`src/rtl/tx_engine.sv`:
```
// UART transmit engine: captures a byte on a load strobe, builds an 11-bit
// frame (start, 7/8 data bits, optional parity, stop bits) and shifts it out
// LSB-first on tx, one bit every k clocks.
module tx_engine #(
  parameter int K_WIDTH = 19
) (
  input  logic               clk,
  input  logic               rst,
  input  logic               load,
  input  logic [7:0]         out_port,
  input  logic [K_WIDTH-1:0] k,
  input  logic               eight,
  input  logic               pen,
  input  logic               ohel,
  output logic               tx,
  output logic               tx_rdy
);

  logic [7:0]         data_q;
  logic               eight_q;
  logic               pen_q;
  logic               ohel_q;
  logic               build_q;
  logic [10:0]        shift_q;
  logic [K_WIDTH-1:0] bt_cnt;
  logic [3:0]         bit_cnt;
  logic               doit;

  logic [K_WIDTH-1:0] k_eff;
  logic               btu;
  logic               par;
  logic               b8;
  logic               b9;
  logic [10:0]        frame;

  // Divisor clamp, bit-time pulse and frame assembly from the captured copy.
  always_comb begin
    k_eff = (k < K_WIDTH'(2)) ? K_WIDTH'(2) : k;
    btu   = doit && (bt_cnt == k_eff - K_WIDTH'(1));
    par   = (eight_q ? ^data_q : ^data_q[6:0]) ^ ohel_q;
    b8    = eight_q ? data_q[7] : (pen_q ? par : 1'b1);
    b9    = (eight_q && pen_q) ? par : 1'b1;
    frame = {1'b1, b9, b8, data_q[6:0], 1'b0};
  end

  // Capture on load, build the frame one cycle later, then shift on each btu.
  always_ff @(posedge clk) begin
    if (rst) begin
      data_q  <= '0;
      eight_q <= 1'b0;
      pen_q   <= 1'b0;
      ohel_q  <= 1'b0;
      build_q <= 1'b0;
      shift_q <= '1;
      bt_cnt  <= '0;
      bit_cnt <= '0;
      doit    <= 1'b0;
      tx_rdy  <= 1'b1;
    end else begin
      if (load && tx_rdy) begin
        data_q  <= out_port;
        eight_q <= eight;
        pen_q   <= pen;
        ohel_q  <= ohel;
        build_q <= 1'b1;
        tx_rdy  <= 1'b0;
      end
      if (build_q) begin
        shift_q <= frame;
        doit    <= 1'b1;
        build_q <= 1'b0;
      end
      if (doit) begin
        if (btu) begin
          bt_cnt  <= '0;
          shift_q <= {1'b1, shift_q[10:1]};
          if (bit_cnt == 4'd10) begin
            bit_cnt <= '0;
            doit    <= 1'b0;
            tx_rdy  <= 1'b1;
          end else begin
            bit_cnt <= bit_cnt + 4'd1;
          end
        end else begin
          bt_cnt <= bt_cnt + K_WIDTH'(1);
        end
      end
    end
  end

  assign tx = shift_q[0];

endmodule
```
`config.mk`:
```
export PLATFORM = sky130hd
export DESIGN_NAME = tx_engine
export DESIGN_NICKNAME = d
export VERILOG_FILES = /design/src/rtl/tx_engine.sv
export SDC_FILE = /design/constraint.sdc
export NUM_CORES = 1
export LEC_CHECK = 0
export CELL_PAD_IN_SITES_DETAIL_PLACEMENT = 1
export CELL_PAD_IN_SITES_GLOBAL_PLACEMENT = 2
export CORE_MARGIN = 3
export CORE_UTILIZATION = 31
export DETAILED_ROUTE_END_ITERATION = 7
export HOLD_SLACK_MARGIN = 0.15
export PLACE_DENSITY = 0.77
export SYNTH_ARGS = -nofsm -noshare
export SYNTH_HDL_FRONTEND = slang
export SYNTH_SLANG_ARGS = --single-unit
```
`constraint.sdc`:
```
create_clock -name clk -period 4.2 [get_ports clk]
set_input_delay 0.84 -clock clk [delete_from_list [all_inputs] [get_ports clk]]
set_output_delay 0.84 -clock clk [all_outputs]
set_load 0.02 [all_outputs]
```
; After elaboration in Yosys (flattened, before gate mapping)
; Index checks and enable logic that the tools add are counted.
[op_classes]
add_sub_neg = 3
magnitude_cmp = 1
n_eq_ne = 2
mux = 19
n_bitwise = 1
n_reduce_logical = 7
[ops]
columns = op, n
row1 = 2-to-1 mux 19 bit, 2
row2 = 2-to-1 mux 11 bit, 3
row3 = adder 19 x 1 -> 19 bit (second input constant), 1
row4 = == test 19 bit, 1
row5 = less-than comparator 19 x 2 -> 1 bit (second input constant), 1
row6 = subtractor 19 x 1 -> 19 bit (second input constant), 1
row7 = 2-to-1 mux 1 bit, 13
row8 = XOR reduction 8 bit, 1
row9 = XOR reduction 7 bit, 1
row10 = adder 4 x 1 -> 4 bit (second input constant), 1
row11 = == test 4 bit (second input constant), 1
row12 = 2-to-1 mux 4 bit, 1
row13 = logical AND 1 bit, 3
row14 = AND reduction 2 bit, 1
row15 = OR reduction 2 bit, 1
row16 = XOR 1 bit, 1
[word_totals]
regBits = 48
inputBits = 33
output_inout_bits = 2
elab_cells = 43

; Depth between registers and ports, before layout
[logic_depth]
word_depth = 8
ltp_mapped = 14
ltp_nobuf = 12

; Worst setup path after synthesis
; No wires, ideal clock.
[synth_path]
path_type = input -> register
start = input port k[3]
end = register bit_cnt[2]
setup_ns = 0.121
arrival_time_ns = 3.967
required_ns = 4.079
setup_slack_ns = 0.112
cell_stages = 13
n_path_buf = 1
cell_sequence = nor4_2 > nand4b_1 > o21ai_0 > ha_1 > or4b_1 > o21ai_0 > a22oi_1 > o22a_1 > a2111oi_4 > nand3b_1 > buf_6 > nor3_1 > mux2_2
[synth_via]
elab_chain_len = 6
[synth_rtl]
columns = element, line
row1 = from (decl), 11  ; input logic [K_WIDTH-1:0] k,
row2 = less-than comparator 19 x 2 -> 1 bit, 38  ; k_eff = (k < K_WIDTH'(2)) ? K_WIDTH'(2) : k;
row3 = 2-to-1 mux 19 bit (*), 38
row4 = subtractor 19 x 1 -> 19 bit (*), 39  ; btu = doit && (bt_cnt == k_eff - K_WIDTH'(1));
row5 = == test 19 bit (*), 39
row6 = logical AND 1 bit (*), 39
row7 = AND reduction 2 bit (no source line) (*), -
row8 = to (signal assigned), 82  ; bit_cnt <= bit_cnt + 4'd1;
row9 = to (decl), 26  ; logic [3:0] bit_cnt;
; Every way passes the cells marked *; elsewhere a longest branch is shown, timed or not.
; A chain may end at the register's enable or synchronous reset.

; Final worst setup path
[layout_path]
start = input port k[11]
end = register shift_q[9]
[layout_via]
elab_chain_len = 7
[layout_rtl]
columns = element, line
row1 = less-than comparator 19 x 2 -> 1 bit, 38
row2 = 2-to-1 mux 19 bit (*), 38
row3 = subtractor 19 x 1 -> 19 bit (*), 39
row4 = == test 19 bit (*), 39
row5 = logical AND 1 bit (*), 39
row6 = 2-to-1 mux 11 bit (*), 74  ; if (btu) begin
row7 = 2-to-1 mux 11 bit (*), 73  ; if (doit) begin
row8 = to (signal assigned), 69  ; shift_q <= frame;
row9 = to (signal assigned), 76  ; shift_q <= {1'b1, shift_q[10:1]};
row10 = to (decl), 24  ; logic [10:0] shift_q;
; Marks and branches as above.

==> metrics.yaml <==
clock_tree:
  insertion_delay_ns: 0.30
  cts_buffers: 5
  clk_pin_slew_worst_paths_ns: 0.09
  clock_path_buffers: 2
  hold_buffers: 0
  clk_root_buffer_cell: "clkbuf_8"
  cts.sinks: 48
  tritoncts: "built"
  htree_levels: 2
floorplan:
  fp.coreArea_sq_um: 9330
  die_area_sq_um: 10900
  dieWidth_um: 104
  start_util_pct: 32.1
  io_pins: 35
  die_h_um: 104
  rows: 35
detailed_routing:
  drt_iter0_markers: 73
  vias: 2738
  drc: 0
  wirelength_um: 8070
  viasPerCell: 4.93
  first_pass_iters: 4
  ant_nets: 0
  avgRoutedWirePerCell_um: 14.5
logic_synthesis:
  yosysSeqAreaShare_pct: 32.1
  ys_async_sr_fraction_pct: 0
  synthCells: 355
  synth_top_cell_area_share_pct: 32.1
  synth_seq_cells: 48
  ys.flop_type: "dfxtp_1"
  synth-edff-count: 0
  yosys-top-cells-area: "dfxtp_1, xnor2_1, nand2_1, and2_1, xor2_1"
  synth.distinct_cells: 57
  synthesis.area_sq_um: 2990
  syn_avg_cell_area_sq_um: 8.43
  syn_nets: 390
  yosysTopAreaCell: "dfxtp_1"
  yosysWarnings: 0
global_route:
  grt_pass1_wl_um: 13700
  antenna_found_initial: 0
  grt_max_degree: 20
  first_global_vias: 2818
  grt_usage_pct: 15.0
  grt-ovfl-total: 0
power_and_ir_drop:
  p_leak_nw: 1.62
  intPower_mw: 0.691
  power_frac_seq_pct: 51.7
  p_comb_share_pct: 17.7
  pwr-share-clk_pct: 30.6
  p_sw_share_pct: 26.4
  power_density_nw_per_um2: 241
  peakVddDrop_mv: 0.121
  p_sw_mw: 0.248
setup_path:
  start_kind: "primary input"
  arrival_ns: 4.17
  worstSetupPathType: "primary input to flip-flop"
  critPathMaxFanout: 6
  cp-end-kind: "flip-flop"
  crit_required_ns: 4.40
finish:
  fin_area_sq_um: 3900
  syn_to_final_growth_pct: 30.3
  fillers: 1124
  diodes: 0
  final_cell_count_no_fill: 555
  drive_gt1_share_pct: 16.9
  finalNetCount: 461
  layout_common_cells: "dfxtp_1, nand2_1, buf_4"
  final_common_cell: "dfxtp_1"
sta:
  tightest_slew_ns: 0.557
  fin_crit_ns: 3.98
  skew_ns: 0.00710
  hold_ws_ns: 0.466
  hold_violations: 0
  fin_tns_setup_ns: 0
  slew_violations: 0
  min_period_over_period_pct: 94.7
  setup_viol: 0
  relSlewSlack_pct: 62.8
  clock.fmax_mhz: 251
run_status:
  status: "finished clean"
placed_design:
  dpl.hpwl_um: 6320
  portBuffers: 34
  place_area_sq_um: 3710
  post-place-cells: 542
  gp_congestion: 0.804
flow_run:
  max_cap_viol_count: 0
hold_path:
  holdCritPathClass: "flip-flop to flip-flop"
[synthesized netlist by cell type, drive strengths merged (2+ instances only)]
cell and instances:
nor3 11, nor2 19, a21oi 16, or4 3, nand3b 6, ha 2, o21ai 7, nand4 5
mux2 8, o311ai 2, inv 13, a211oi 4, a211o 2, nor2b 8, dfxtp 48, xor2 14
a31oi 2, nor4b 3, nand3 8, clkbuf 11, o22ai 4, and2 21, and3 10, mux2i 12
nand2 46, nand2b 10, nor4 7, and4b 2, xnor2 29, buf 2, o41ai 2
[power groups by stage]
stage               clock (mW)  sequential [mW]  combinational [mW]
finish                   0.288            0.485               0.166
CTS                      0.298            0.485               0.168
global route             0.318            0.488               0.183
global placement             0            0.495               0.163
floorplan                    0            0.488              0.0862
detailed placement           0            0.496               0.166
[area by class of cell]
cell class	count	area [sq um]	area share [%]
multi-input combinational	281	1940	49.7
sequential	48	961	24.6
timing repair buffer	77	701	18.0
tap	129	161	4.14
clock buffer	6	82.6	2.12
inverter	13	48.8	1.25
clock inverter	1	8.76	0.225
[state kept, by name, summed over array words and instances, names as in the netlist]
signal	flops
bit_cnt	4
bt_cnt	19
build_q	1
data_q	8
doit	1
eight_q	1
ohel_q	1
pen_q	1
shift_q	11
tx_rdy	1
[routing by layer]
metal  wire length (um)  global-route usage, %
met5                  0                      0
met4                 76                   3.13
met3                263                   3.04
met2               3820                   25.6
met1               3910                   19.8
[worst paths after layout]
| kind | end | startpoint | slack, ns | depth (start not counted) |
|---|---|---|---|---|
| setup / recovery | shift_q[9] | k[11] | 0.22 | 16 |
| setup reg to reg | shift_q[9] | bt_cnt[3] | 1.73 | 10 |
| hold reg to reg | shift_q[10] | shift_q[10] | 0.47 | 2 |
| hold / removal | shift_q[10] | shift_q[10] | 0.47 | 2 |
[worst max-delay path: stages]
cell	delay [ns]
clkdlybuf4s50_1	0.45
nor3_1	0.26
nand2_1	0.11
o21ai_1	0.15
ha_2	0.23
nor4b_4	0.29
buf_4	0.17
nand4_1	0.14
mux2_4	0.24
o22ai_1	0.07
nor4_1	0.28
buf_4	0.16
nand3b_1	0.19
buf_6	0.21
buf_4	0.14
a211o_1	0.24
[metrics by stage]
stage	util [%]	total power, mW	worst slack (ns)
global placement	39.8	0.659	-0.258
finish	41.8	0.939	0.223
CTS	41.1	0.951	0.0186
global route	41.8	0.989	-0.00742
floorplan	-	0.574	0.112
detailed placement	39.8	0.662	-0.447
[logic make-up after synthesis]
kind of cell | Yosys count | share of synthesized area [%]
buf+inv | 26 | 3.76
simple gates | 164 | 31.4
xor+xnor | 43 | 12.6
fa+ha+maj | 2 | 0.836
mux | 20 | 7.02
flops | 48 | 32.1
compound gates | 52 | 12.3
[timing repair]
action,CTS,global route
pin swaps,3,12
gates cloned,1,0
setup buffers,3,2
hold endpoints to repair,0,0
endpoints found under the setup margin,32,35
gates resized for setup,5,18
(Power assumes the default switching activity.)
